**src/rtl/rl_pair_pipeline_arbiter.sv**
```systemverilog
// rtl/rl_pair_pipeline_arbiter.sv - round-robin sharing of one pair-force pipeline with source tagging
module rl_pair_pipeline_arbiter #(
    parameter int DATA_WIDTH   = 32,
    parameter int NUM_REQ      = 4,
    parameter int REQ_ID_WIDTH = 2,
    parameter int PIPE_LATENCY = 17,
    parameter int CNT_WIDTH    = 5
) (
    input  logic                          clk,
    input  logic                          rst,
    input  logic                          issue_en,
    input  logic [NUM_REQ-1:0]            req_valid,
    input  logic [NUM_REQ*DATA_WIDTH-1:0] req_r2,
    input  logic [NUM_REQ*DATA_WIDTH-1:0] req_dx,
    input  logic [NUM_REQ*DATA_WIDTH-1:0] req_dy,
    input  logic [NUM_REQ*DATA_WIDTH-1:0] req_dz,
    output logic [NUM_REQ-1:0]            req_ready,
    output logic                          r2_valid,
    output logic [DATA_WIDTH-1:0]         r2,
    output logic [DATA_WIDTH-1:0]         dx,
    output logic [DATA_WIDTH-1:0]         dy,
    output logic [DATA_WIDTH-1:0]         dz,
    input  logic [DATA_WIDTH-1:0]         RL_Force_X,
    input  logic [DATA_WIDTH-1:0]         RL_Force_Y,
    input  logic [DATA_WIDTH-1:0]         RL_Force_Z,
    input  logic                          RL_force_valid,
    output logic                          force_valid,
    output logic [DATA_WIDTH-1:0]         force_x,
    output logic [DATA_WIDTH-1:0]         force_y,
    output logic [DATA_WIDTH-1:0]         force_z,
    output logic [REQ_ID_WIDTH-1:0]       force_src_id,
    output logic [CNT_WIDTH-1:0]          inflight,
    output logic                          idle,
    output logic                          align_err
);

    localparam logic [CNT_WIDTH-1:0] CNT_MAX = '1;

    logic [REQ_ID_WIDTH-1:0] rr_ptr;
    logic [REQ_ID_WIDTH-1:0] grant_id;
    logic                    grant_any;
    logic [REQ_ID_WIDTH-1:0] issue_id;

    // The registered issue stage ({r2_valid, issue_id}) feeds the delay line,
    // so the tail lines up with the cycle the pipeline returns the result.
    logic [PIPE_LATENCY-1:0] tag_v;
    logic [REQ_ID_WIDTH-1:0] tag_id [PIPE_LATENCY];
    logic                    tail_v;
    logic [REQ_ID_WIDTH-1:0] tail_id;

    assign tail_v  = tag_v[PIPE_LATENCY-1];
    assign tail_id = tag_id[PIPE_LATENCY-1];

    // Round-robin search starting just past the last granted requester
    always_comb begin
        int idx;
        req_ready = '0;
        grant_id  = '0;
        grant_any = 1'b0;
        idx       = 0;
        if (issue_en) begin
            for (int k = 1; k <= NUM_REQ; k++) begin
                idx = (int'(rr_ptr) + k) % NUM_REQ;
                if (!grant_any && req_valid[idx]) begin
                    grant_any = 1'b1;
                    grant_id  = REQ_ID_WIDTH'(idx);
                end
            end
        end
        if (grant_any) begin
            req_ready[grant_id] = 1'b1;
        end
    end

    // Issue stage: register the granted pair onto the pipeline input
    always_ff @(posedge clk or posedge rst) begin
        if (rst) begin
            r2_valid <= 1'b0;
            r2       <= '0;
            dx       <= '0;
            dy       <= '0;
            dz       <= '0;
            issue_id <= '0;
            rr_ptr   <= REQ_ID_WIDTH'(NUM_REQ - 1);
        end else begin
            r2_valid <= grant_any;
            if (grant_any) begin
                rr_ptr   <= grant_id;
                issue_id <= grant_id;
                r2       <= req_r2[grant_id*DATA_WIDTH +: DATA_WIDTH];
                dx       <= req_dx[grant_id*DATA_WIDTH +: DATA_WIDTH];
                dy       <= req_dy[grant_id*DATA_WIDTH +: DATA_WIDTH];
                dz       <= req_dz[grant_id*DATA_WIDTH +: DATA_WIDTH];
            end
        end
    end

    // Tag delay line carrying the requester ID alongside the pipeline
    always_ff @(posedge clk or posedge rst) begin
        if (rst) begin
            tag_v <= '0;
            for (int i = 0; i < PIPE_LATENCY; i++) begin
                tag_id[i] <= '0;
            end
        end else begin
            tag_v     <= {tag_v[PIPE_LATENCY-2:0], r2_valid};
            tag_id[0] <= issue_id;
            for (int i = 1; i < PIPE_LATENCY; i++) begin
                tag_id[i] <= tag_id[i-1];
            end
        end
    end

    // Result stage: label returned forces and flag any tag/result disagreement
    always_ff @(posedge clk or posedge rst) begin
        if (rst) begin
            force_valid  <= 1'b0;
            force_x      <= '0;
            force_y      <= '0;
            force_z      <= '0;
            force_src_id <= '0;
            align_err    <= 1'b0;
        end else begin
            force_valid  <= RL_force_valid & tail_v;
            force_x      <= RL_Force_X;
            force_y      <= RL_Force_Y;
            force_z      <= RL_Force_Z;
            force_src_id <= tail_id;
            if (tail_v != RL_force_valid) begin
                align_err <= 1'b1;
            end
        end
    end

    // In-flight count: up on grant, down when a tag leaves the line, saturating
    always_ff @(posedge clk or posedge rst) begin
        if (rst) begin
            inflight <= '0;
        end else begin
            case ({grant_any, tail_v})
                2'b10: if (inflight != CNT_MAX) inflight <= inflight + 1'b1;
                2'b01: if (inflight != '0)      inflight <= inflight - 1'b1;
                default: inflight <= inflight;
            endcase
        end
    end

    assign idle = (inflight == '0) && !r2_valid;

endmodule

```
**config.mk**
```make
export PLATFORM = sky130hd
export DESIGN_NAME = rl_pair_pipeline_arbiter
export DESIGN_NICKNAME = d
export VERILOG_FILES = /design/src/rtl/rl_pair_pipeline_arbiter.sv
export SDC_FILE = /design/constraint.sdc
export NUM_CORES = 1
export LEC_CHECK = 0
export ABC_CLOCK_PERIOD_IN_PS = 23800
export BUFFER_PORTS_ARGS = -buffer_cell sky130_fd_sc_hd__buf_2
export CAP_MARGIN = 20
export CORE_AREA = 2 2 332 334
export DETAILED_ROUTE_END_ITERATION = 6
export DIE_AREA = 0 0 334 336
export GPL_TIMING_DRIVEN = 0
export PLACE_DENSITY_LB_ADDON = 0.3
export REMOVE_ABC_BUFFERS = 1
export SYNTH_ARGS = -nofsm -noshare
export SYNTH_HDL_FRONTEND = slang
export SYNTH_SLANG_ARGS = --single-unit
```
**constraint.sdc**
```tcl
create_clock -name clk -period 23.8 [get_ports clk]
set_input_delay 1.19 -clock clk [delete_from_list [all_inputs] [get_ports clk]]
set_output_delay 1.19 -clock clk [all_outputs]
set_load 0.02 [all_outputs]
```
-- After elaboration in Yosys (flattened, before gate mapping)
Index checks and enable logic that the tools add are counted.
- $add $sub $neg: 6
- div/mod/pow operators: 0
- equality and inequality tests: 6
- $mul: 0
- shift operators: 4
- bitwise gates (word level): 5
- reductions and logical operators: 17
- muxes and demuxes: 31
- $lt $le $gt $ge: 6
- operator list (cell ; count):
    $shiftx 128x8->32 ; 4
    $mux 1 ; 17
    $lt 3x4->1 const B ; 4
    $mux 2 ; 5
    $mux 5 ; 2
    $pmux 5 s2 ; 1
    $bmux 1 s2 ; 4
    $reduce_or 2->1 ; 4
    $add 5x1->5 const B ; 1
    $logic_and 1x1->1 ; 5
    $logic_not 5->1 ; 1
    $ne 5x5->1 const B ; 1
    $reduce_bool 5->1 ; 1
    $sub 5x1->5 const B ; 1
    $add 2x1->2 const B ; 2
    $add 2x2->2 const B ; 2
    $and 1x1->1 const A ; 4
    $logic_not 1->1 ; 4
    $mux 4 ; 1
    $ne 2x2->1 const B ; 2
    $lt 2x3->1 const B ; 1
    $reduce_and 3->1 ; 1
    $demux 1 s2 ; 1
    $eq 2x1->1 const B ; 1
    5 further kinds ; 5
- word-level logic and storage cells: 107
- memories: 0
- memory bits (writable): 0
- ROM bits: 0
- output and inout bits: 239
- bits in latches: 0
- register bits after elaboration: 289

-- Logic depth before layout (Yosys ltp)
Gate-level depths: netlist of the first run.
- depth in word-level cells: 25
- mapped depth: 12
- depth with buffers taken out: 9

-- Worst setup path before layout of the first run
OpenSTA, ideal clock, no wires.
- kind: input to output
- start point: input req_valid[2]
- end point: output req_ready[1]
- data required time: 22.610 ns
- buffers on the path: 3
- setup slack: 20.009 ns
- stages on the path: 7
- arrival time: 2.601 ns
- cell sequence: buf_2 > mux2i_1 > a32oi_2 > and2_1 > buf_2 > buf_2 > nor3_1
- word-level cells in the longest chain between the ends: 22
- RTL lines (item ; RTL line ; RTL):
    from (decl) ; 12 ; input logic [NUM_REQ-1:0] req_valid,
    $bmux 1 s2 ; 64 ; if (!grant_any && req_valid[idx]) begin
    $mux 1 (not written as such) (2 in a row) ; 64 ;
    $mux 1 ; 64 ;
    $mux 1 ; 61 ; if (issue_en) begin
    $logic_not 1->1 ; 64 ;
    $logic_and 1x1->1 ; 64 ;
    $mux 1 ; 64 ;
    $mux 1 ; 61 ;
    (+5 left out) ; -- ;
    $logic_and 1x1->1 ; 64 ;
    $mux 2 ; 64 ;
    $mux 2 ; 61 ;
    $lt 2x3->1 (not written as such) / $ge 2x1->1 (equally long branches) ; 71 ; req_ready[grant_id] = 1'b1;
    $logic_and 1x1->1 (not written as such) ; 71 ;
    $mux 1 (not written as such) ; 71 ;
    $demux 1 s2 ; 71 ;
    $mux 4 * ; 70 ; if (grant_any) begin
    to (decl) ; 17 ; output logic [NUM_REQ-1:0] req_ready,
Mark *: on every way between the ends. The rest lies on a longest branch, timed or not. The select of a mux whose other input is x is not followed.

-- Worst setup path in the final report of the first run
- start point: input req_valid[1]
- end point: output req_ready[3]
The elaborated chain is that of the path after synthesis.

==> results of run 1 <==
power breakdown:
part	total [mW]	internal [mW]	leakage, nW	switching (mW)
combinational	0.622	0.247	5.63	0.375
clock	0.606	0.364	0.628	0.242
sequential	0.638	0.587	3.35	0.0513
kinds of logic after synthesis:
logic type | share of synthesized area
xor+xnor | 0.00274
flops | 0.566
fa+ha+maj | 0.00744
buf+inv | 0.0412
compound gates | 0.222
simple gates | 0.120
mux | 0.0398
sequential cells by signal, indices dropped and copies added, names as in the netlist:
name          count
force_y          32
dx               32
force_x          32
force_z          32
align_err         1
force_src_id      2
dz               32
r2               32
inflight          5
force_valid       1
issue_id          2
tag_v            17
tail_id           2
r2_valid          1
rr_ptr            2
dy               32
tag_id           32
worst max-delay path, cell delays in order:
cell	delay (ns)
buf_2	0.17
o41ai_4	0.72
buf_6	0.24
buf_6	0.19
inv_6	0.12
buf_16	0.20
nand3_4	0.20
buf_16	0.24
nor2_1	0.07
buf_2	0.16
Yosys cell counts, types with 2 or more instances:
library cell  instances
inv_1                 7
nor3_1               55
o21ai_0              44
nor2_1               59
mux2_2                5
buf_2                34
nand3_1              44
nand2b_1              2
o21a_1                3
mux2_4               28
ha_1                  6
o22a_1               43
clkbuf_1             67
dfstp_2               2
a21oi_1              46
a221o_1              77
and3_1              103
buf_1                 3
a31oi_1               2
buf_4                 4
a22o_1               35
buf_6                 3
nand2_1              11
xor2_1                3
dfrtp_1             287
a211oi_1            102
mux2_1                2
final timing paths:
path | start | end | slack [ns] | cells after the start
hold / removal | tag_id[9] | tag_id[7] | 0.34 | 0
hold reg to reg | tag_id[9] | tag_id[7] | 0.34 | 0
min in group asynchronous | rst | force_z[31] | 0.72 | 2
max in group asynchronous | rst | dz[19] | 21.96 | 3
setup / recovery | req_valid[1] | req_ready[3] | 18.93 | 10
setup reg to reg | rr_ptr[1] | r2[2] | 20.88 | 7
area by class of cell:
cell class / instances / share of cell area
Clock buffer: 59 / 0.0560
Tap cell: 1414 / 0.0868
Inverter: 8 / 0.00209
Clock inverter: 11 / 0.00755
Antenna cell: 9 / 0.00110
Multi-Input combinational cell: 699 / 0.249
Timing Repair Buffer: 886 / 0.242
Sequential cell: 289 / 0.355
per-layer routing:
metal	share of wire	GRT usage	vias to the layer above
li1	-	-	5878
met4	0.028	0.0394	4
met3	0.070	0.0304	84
met5	0.00027	0	-
met1	0.42	0.135	6192
met2	0.48	0.174	529
stage by stage:
| step | std cells | utilization | cell area [sq um] | worst slack [ns] | hold WS [ns] |
|---|---|---|---|---|---|
| after floorplan | 996 | - | 12300 | 14.64 | 0.331 |
| after global placement | 3264 | 0.169 | 18300 | 10.0 | 0.331 |
| after detailed placement | 3296 | 0.176 | 19100 | 18.86 | 0.335 |
| after CTS | 3366 | 0.188 | 20400 | 18.86 | 0.336 |
| after global routing | 3370 | 0.188 | 20400 | 18.75 | 0.352 |
| final | 3375 | 0.188 | 20400 | 18.93 | 0.340 |
layout by cell type, fill, tap and decap left out, types with 3 or more instances in the layout:
cell type	instances
diode_2	9
a22o_1	35
inv_1	6
buf_12	10
mux2_4	28
buf_2	854
xor2_1	3
buf_6	6
nand3_1	43
bufinv_16	3
a221o_1	77
buf_8	4
clkbuf_8	7
and3_1	102
dfrtp_1	287
buf_16	12
clkinv_2	3
ha_1	6
mux2_2	5
o22a_1	42
nor2_1	59
o21ai_0	44
inv_6	3
clkbuf_16	40
a21oi_1	46
nand2_1	9
clkbuf_1	12
a211oi_1	102
nor3_1	55
==> run_results.csv, run 1 <==
group,metric,value,unit
status,status,"finished clean",
sta,fin_tns_setup,0,ns
worst_setup_path,start_kind,"input port",
sta,finalHoldViolCount,0,
worst_setup_path,end_kind,"primary output",
drt,finalWirelength,62.8,mm
synthesis,synthTopCellsByArea,"dfrtp_1, a221o_1, a211oi_1, and3_1, mux2_4",
worst_setup_path,cp.required,22.61,ns
worst_setup_path,path_class,"input port to primary output",
synthesis,avgSynthCellArea,11.5,sq um
floorplanning,fp.dieH,336,um
floorplanning,io_pins,855,
synthesis,synth_top_area_frac,0.562,
finish,syn_to_final_growth,59.5,%
sta,fin_crit_sh,0.205,
sta,rsz0062_at_grt,"false",
drt,drt-initial-drc-count,547,
clock_tree,root_buffer,"clkbuf_16",
placed_design,place.gp.congestion,0.810,
synthesis,synth_edf_count,0,
sta,finalSetupViolCount,0,
synthesis,synth.ff_latch_count,289,
clock_tree,cts_buffers,39,
clock_tree,cts_tree,"done",
placed_design,portBuffers,854,
finish,regArea,7230,sq um
sta,fin_worst_skew,0.0293,ns
finish,drive_gt1_frac,0.514,
floorplanning,coreArea,108000,sq um
synthesis,yosysSeqAreaShare,0.566,
global_routing,grt_pass1_wl,89.3,mm
drt,firstDrtPassIters,4,
drt,wl_per_cell,18.6,um
worst_setup_path,cp_max_fo,83,
global_routing,grt_pass1_vias,13100,
floorplanning,die_x,334,um
synthesis,synthFlopType,"dfrtp_1",
drt,viasPerCell,3.76,
sta,period_needed,4.87,ns
sta,relSlewSlack,0.477,
sta,clock.fmax,205,MHz
clock_tree,cts_setup_buffers,0,
power_and_ir_drop,power_density,91.6,nW/um^2
run,drv_cap,0,
finish,multi_input_area,5080,sq um
global_routing,overflow,0,
drt,ant_nets,0,
global_routing,antenna_found_initial,9,
synthesis,synth_cell_types,57,
clock_tree,cts_buffer_depth,3,
synthesis,ys_warn_count,0,
global_routing,grt_max_degree,114,
power_and_ir_drop,fin_total_pwr,1.87,mW
clock_tree,path_clk_slew,0.06,ns
clock_tree,insertion_delay,0.59,ns
floorplanning,dieArea,112000,sq um
clock_tree,htree_levels,2,
clock_tree,post_cts_resized,0,
global_routing,grt_use_total,0.107,
power_and_ir_drop,power.leakage,9.61,nW
sta,tightest_slew,0.782,ns
power_and_ir_drop,vdd_drop_max,0.0000420,V
synthesis,synth-async-reset-ratio,1.00,
finish,nets,2546,
worst_setup_path,arrival,3.68,ns
drt,drcViolationCount,0,
clock_tree,cts_hold_buf,0,
drt,vias,12700,
sta,drv_slew,0,
clock_tree,cts.sinks,289,
placed_design,dp_hpwl,48.3,mm
floorplanning,start_util,0.118,
min_path,hold_class,"flop to flop",
floorplanning,num_rows,121,
synthesis,synth_top_cell_by_area,"dfrtp_1",
synthesis,syn_area,12800,sq um
synthesis,postSynthCellCount,1107,
finish,n_fill_cell,12100,
No activity file was read; power rests on OpenSTA's default activity.
==> run 2: changes to the inputs <==
--- a/config.mk
+++ b/config.mk
@@ -5,12 +5,13 @@
 export SDC_FILE = /design/constraint.sdc
 export NUM_CORES = 1
 export LEC_CHECK = 0
-export ABC_CLOCK_PERIOD_IN_PS = 23800
+export ABC_AREA = 1
+export ABC_CLOCK_PERIOD_IN_PS = 4200
 export BUFFER_PORTS_ARGS = -buffer_cell sky130_fd_sc_hd__buf_2
 export CAP_MARGIN = 20
-export CORE_AREA = 2 2 332 334
+export CORE_AREA = 2 2 330 332
 export DETAILED_ROUTE_END_ITERATION = 6
-export DIE_AREA = 0 0 334 336
+export DIE_AREA = 0 0 332 334
 export GPL_TIMING_DRIVEN = 0
 export PLACE_DENSITY_LB_ADDON = 0.3
 export REMOVE_ABC_BUFFERS = 1
==> constraint.sdc (replaced) <==
create_clock -name clk -period 4.2 [get_ports clk]
set_input_delay 0.21 -clock clk [delete_from_list [all_inputs] [get_ports clk]]
set_output_delay 0.21 -clock clk [all_outputs]
set_load 0.02 [all_outputs]
==> run 2 against run 1 <==
Net effect:
- die area down 1.2%
- sequential power grew to 6.5 times the previous value
- clock-buffer cell count fell by 5
- critical path depth up 10
- global-route usage increased by 1.6 points
- clock power increased to 5.7 times the previous value
- synthesized cell count rose by 88%
- critical path type is now flop to flop
==> run_results.csv, run 2 <==
group,metric,value,unit
status,status,"finished clean",
synthesis,synth_top_family_by_area,"simple AND/OR/NAND/NOR gates",
synthesis,synthFlopType,"dfrtp_1",
synthesis,yosys.cell_count.top_type,"nand2_1",
synthesis,synth_cell_types,28,
finish,final_cell_mix,"nand2_1, buf_2, dlygate4sd3_1",
synthesis,synth_top_cell_by_area,"dfrtp_1",
synthesis,synth.ff_latch_count,289,
finish,regArea,7230,sq um
run,drv_cap,0,
sta,period_needed,3.81,ns
power_and_ir_drop,seqPwrFrac,0.227,
sta,drv_slew,0,
placed_design,dpl.cell_count,4216,
floorplanning,fp.dieH,334,um
sta,fin_crit_sh,0.908,
finish,syn_to_final_growth,72.3,%
synthesis,synth_compound_area_frac,0.00527,
finish,nets,3824,
global_routing,antenna_found_initial,9,
global_routing,grt_use_total,0.123,
global_routing,grt_pass1_wl,105,mm
min_path,min_path_cells,7,
finish,drive_gt1_frac,0.297,
sta,finalSetupViolCount,0,
synthesis,syn_area,14700,sq um
min_path,min-delay-start,"req_r2[18]",
drt,vias,17500,
worst_setup_path,start_kind,"flop",
worst_setup_path,cp_max_fo,67,
worst_setup_path,path_common_cell,"nand2_1",
worst_setup_path,r2r_slack,0.39,ns
sta,rsz0062_at_grt,"false",
clock_tree,cts.sinks,289,
global_routing,grt_use_met3,0.0342,
worst_setup_path,reg2reg_depth,20,
worst_setup_path,slowest_stage,"dfstp_2",
synthesis,synth_adder_area_share,0.00645,
drt,wl_per_cell,15.5,um
global_routing,overflow,0,
clock_tree,cts_tree,"done",
synthesis,yosys.area_share.xor_xnor,0.00297,
min_path,hold_class,"input port to flop",
sta,clock.fmax,262,MHz
floorplanning,start_util,0.137,
drt,viasPerCell,3.77,
floorplanning,die_x,332,um
global_routing,grt_pass1_vias,17700,
global_routing,grt_util_met2,0.210,
clock_tree,root_buffer,"clkbuf_16",
synthesis,yosys.area_share.simple,0.433,
drt,drt-initial-drc-count,786,
synthesis,synth_mux_area_frac,0,
worst_setup_path,slowest_delay,0.63,ns
sta,tightest_slew,0.865,ns
finish,mostFrequentLayoutCell,"nand2_1",
synthesis,yosysSeqAreaShare,0.491,
floorplanning,coreArea,108000,sq um
synthesis,synthTopCellsByArea,"dfrtp_1, nand2_1, nand3_1, buf_2, buf_6",
finish,n_fill_cell,12100,
synthesis,synthTopCellsByCount,"nand2_1, dfrtp_1, nand3_1",
power_and_ir_drop,clockPowerShare,0.190,
global_routing,busiest_layer,"met2",
placed_design,place.gp.congestion,0.819,
power_and_ir_drop,power.leakage,14.1,nW
placed_design,portBuffers,854,
finish,multi_input_area,6680,sq um
clock_tree,insertion_delay,0.60,ns
placed_design,dp_hpwl,47.6,mm
synthesis,synth-async-reset-ratio,1.00,
drt,finalWirelength,72.2,mm
clock_tree,cts_buffer_depth,3,
global_routing,grt_max_degree,156,
power_and_ir_drop,power.internal,9.16,mW
finish,final_cells,4648,
power_and_ir_drop,comb_power_share,0.584,
global_routing,gr-usage-met1,0.145,
synthesis,synth_edf_count,0,
clock_tree,cts_buffers,39,
worst_setup_path,arrival,4.34,ns
synthesis,avgSynthCellArea,7.10,sq um
power_and_ir_drop,vdd_drop_max,0.000797,V
drt,firstDrtPassIters,6,
worst_setup_path,timing.rr.end,"dx[24]",
worst_setup_path,cp.required,4.73,ns
sta,finalHoldViolCount,0,
sta,fin_worst_skew,0.0250,ns
sta,relSlewSlack,0.423,
drt,drcViolationCount,0,
worst_setup_path,end_kind,"flop",
worst_setup_path,path_class,"flop to flop",
drt,ant_nets,0,
min_path,min_to,"r2[18]",
power_and_ir_drop,power_density,718,nW/um^2
synthesis,synth_top_area_frac,0.488,
clock_tree,path_clk_slew,0.06,ns
floorplanning,num_rows,121,
synthesis,postSynthCellCount,2076,
worst_setup_path,crit_chain,"inv_4 -> nand2_1 -> nand2_1 -> nand2_1 -> nand2_1 -> nor2_4 -> nand3_4 -> nand2_8 -> buf_16 -> clkinv_16 -> buf_16 -> nand2_8 -> buf_16 -> nand2_1 -> nand2_1 -> dlygate4sd3_1 -> nand2_1 -> nand2_1 -> nand2_1 -> nand2_1",
floorplanning,io_pins,855,
synthesis,ys_warn_count,0,
floorplanning,dieArea,111000,sq um
power_and_ir_drop,swShare,0.497,
worst_setup_path,r2r_start,"rr_ptr[0]",
clock_tree,htree_levels,2,
power_and_ir_drop,switching_power,9.05,mW
power_and_ir_drop,fin_total_pwr,18.2,mW
-- run 2: cell count changes after synthesis, sizes merged, moves of 40 or more --
cell and delta:
buf +79, nor3 -53, nor2 -51, and3 -103, clkbuf -48, nand3 +219
a21oi -40, a211oi -103, nand2 +1310, o22a -43, a221o -77
-- run 2: final cells by class --
type,instances,share of cell area
Timing Repair Buffer,1221,0.326
Sequential cell,289,0.285
Multi-Input combinational cell,1631,0.263
Tap cell,1414,0.0697
Clock buffer,54,0.0430
Clock inverter,16,0.00838
Inverter,17,0.00414
Timing Repair inverter,2,0.000887
Antenna cell,4,0.000394
-- run 2: critical path: cells and delay by family (launching register included) --
| family | cells | cell delay [ns] |
|---|---|---|
| flip-flops | 1 | 0.63 |
| buffers and inverters | 6 | 1.41 |
| AND/OR/NAND/NOR | 14 | 1.36 |
-- run 2: cells by family after synthesis --
group / Yosys count
compound gates: 15
buf+inv: 159
flops: 289
xor+xnor: 5
fa+ha+maj: 7
simple gates: 1601
-- run 2: worst max-delay path by stage --
stage / startpoint / endpoint / slack, ns / cells past startpoint
6_report: rr_ptr[0] / dx[24] / 0.39 / 20
5_1_grt: rr_ptr[0] / req_ready[2] / 0.14 / 13
4_1_cts: rr_ptr[0] / req_ready[0] / 0.001 / 16
3_5_place_dp: rr_ptr[0] / r2[6] / -0.49 / 18
3_3_place_gp: rr_ptr[0] / dy[31] / -10.69 / 15
2_1_floorplan: rr_ptr[0] / req_ready[1] / -4.36 / 10
-- run 2: power groups by stage --
| stage | registers (mW) | logic [mW] | clock network (mW) |
|---|---|---|---|
| global placement | 4.14 | 7.52 | 0 |
| global route | 4.25 | 11.9 | 3.72 |
| floorplan | 4.96 | 4.56 | 0 |
| detailed placement | 4.17 | 9.76 | 0 |
| finish | 4.13 | 10.6 | 3.45 |
| CTS | 4.14 | 10.7 | 3.62 |
-- run 2: repair_timing --
action | in CTS | in global routing
cloned | 7 | 3
setup endpoints to repair | 119 | 32
endpoints found under the hold margin | 280 | 0
pin swaps | 2 | 2
setup buffers | 3 | 2
resized for setup | 3 | 1
hold buffers | 343 | 0
-- run 2: per-stage QoR --
step,hold slack (ns),TNS [ns],util,setup slack (ns),area [sq um]
floorplan,0.241,-1715.07,-,-4.36,13900
global placement,0.318,-3745.17,0.185,-10.69,19900
detailed placement,0.319,-18.32,0.189,-0.488,20400
CTS,0.000197,0,0.235,0.00121,25300
global route,0.0356,0,0.235,0.144,25400
finish,0.0443,0,0.235,0.388,25400
-- run 2: metal layers --
layer / vias to the layer above / share of wire / routed length (um)
li1: 8672 / - / -
met1: 8058 / 0.41 / 29700
met2: 659 / 0.48 / 34700
met3: 114 / 0.071 / 5120
met4: 4 / 0.038 / 2720
met5: - / 0.00037 / 27
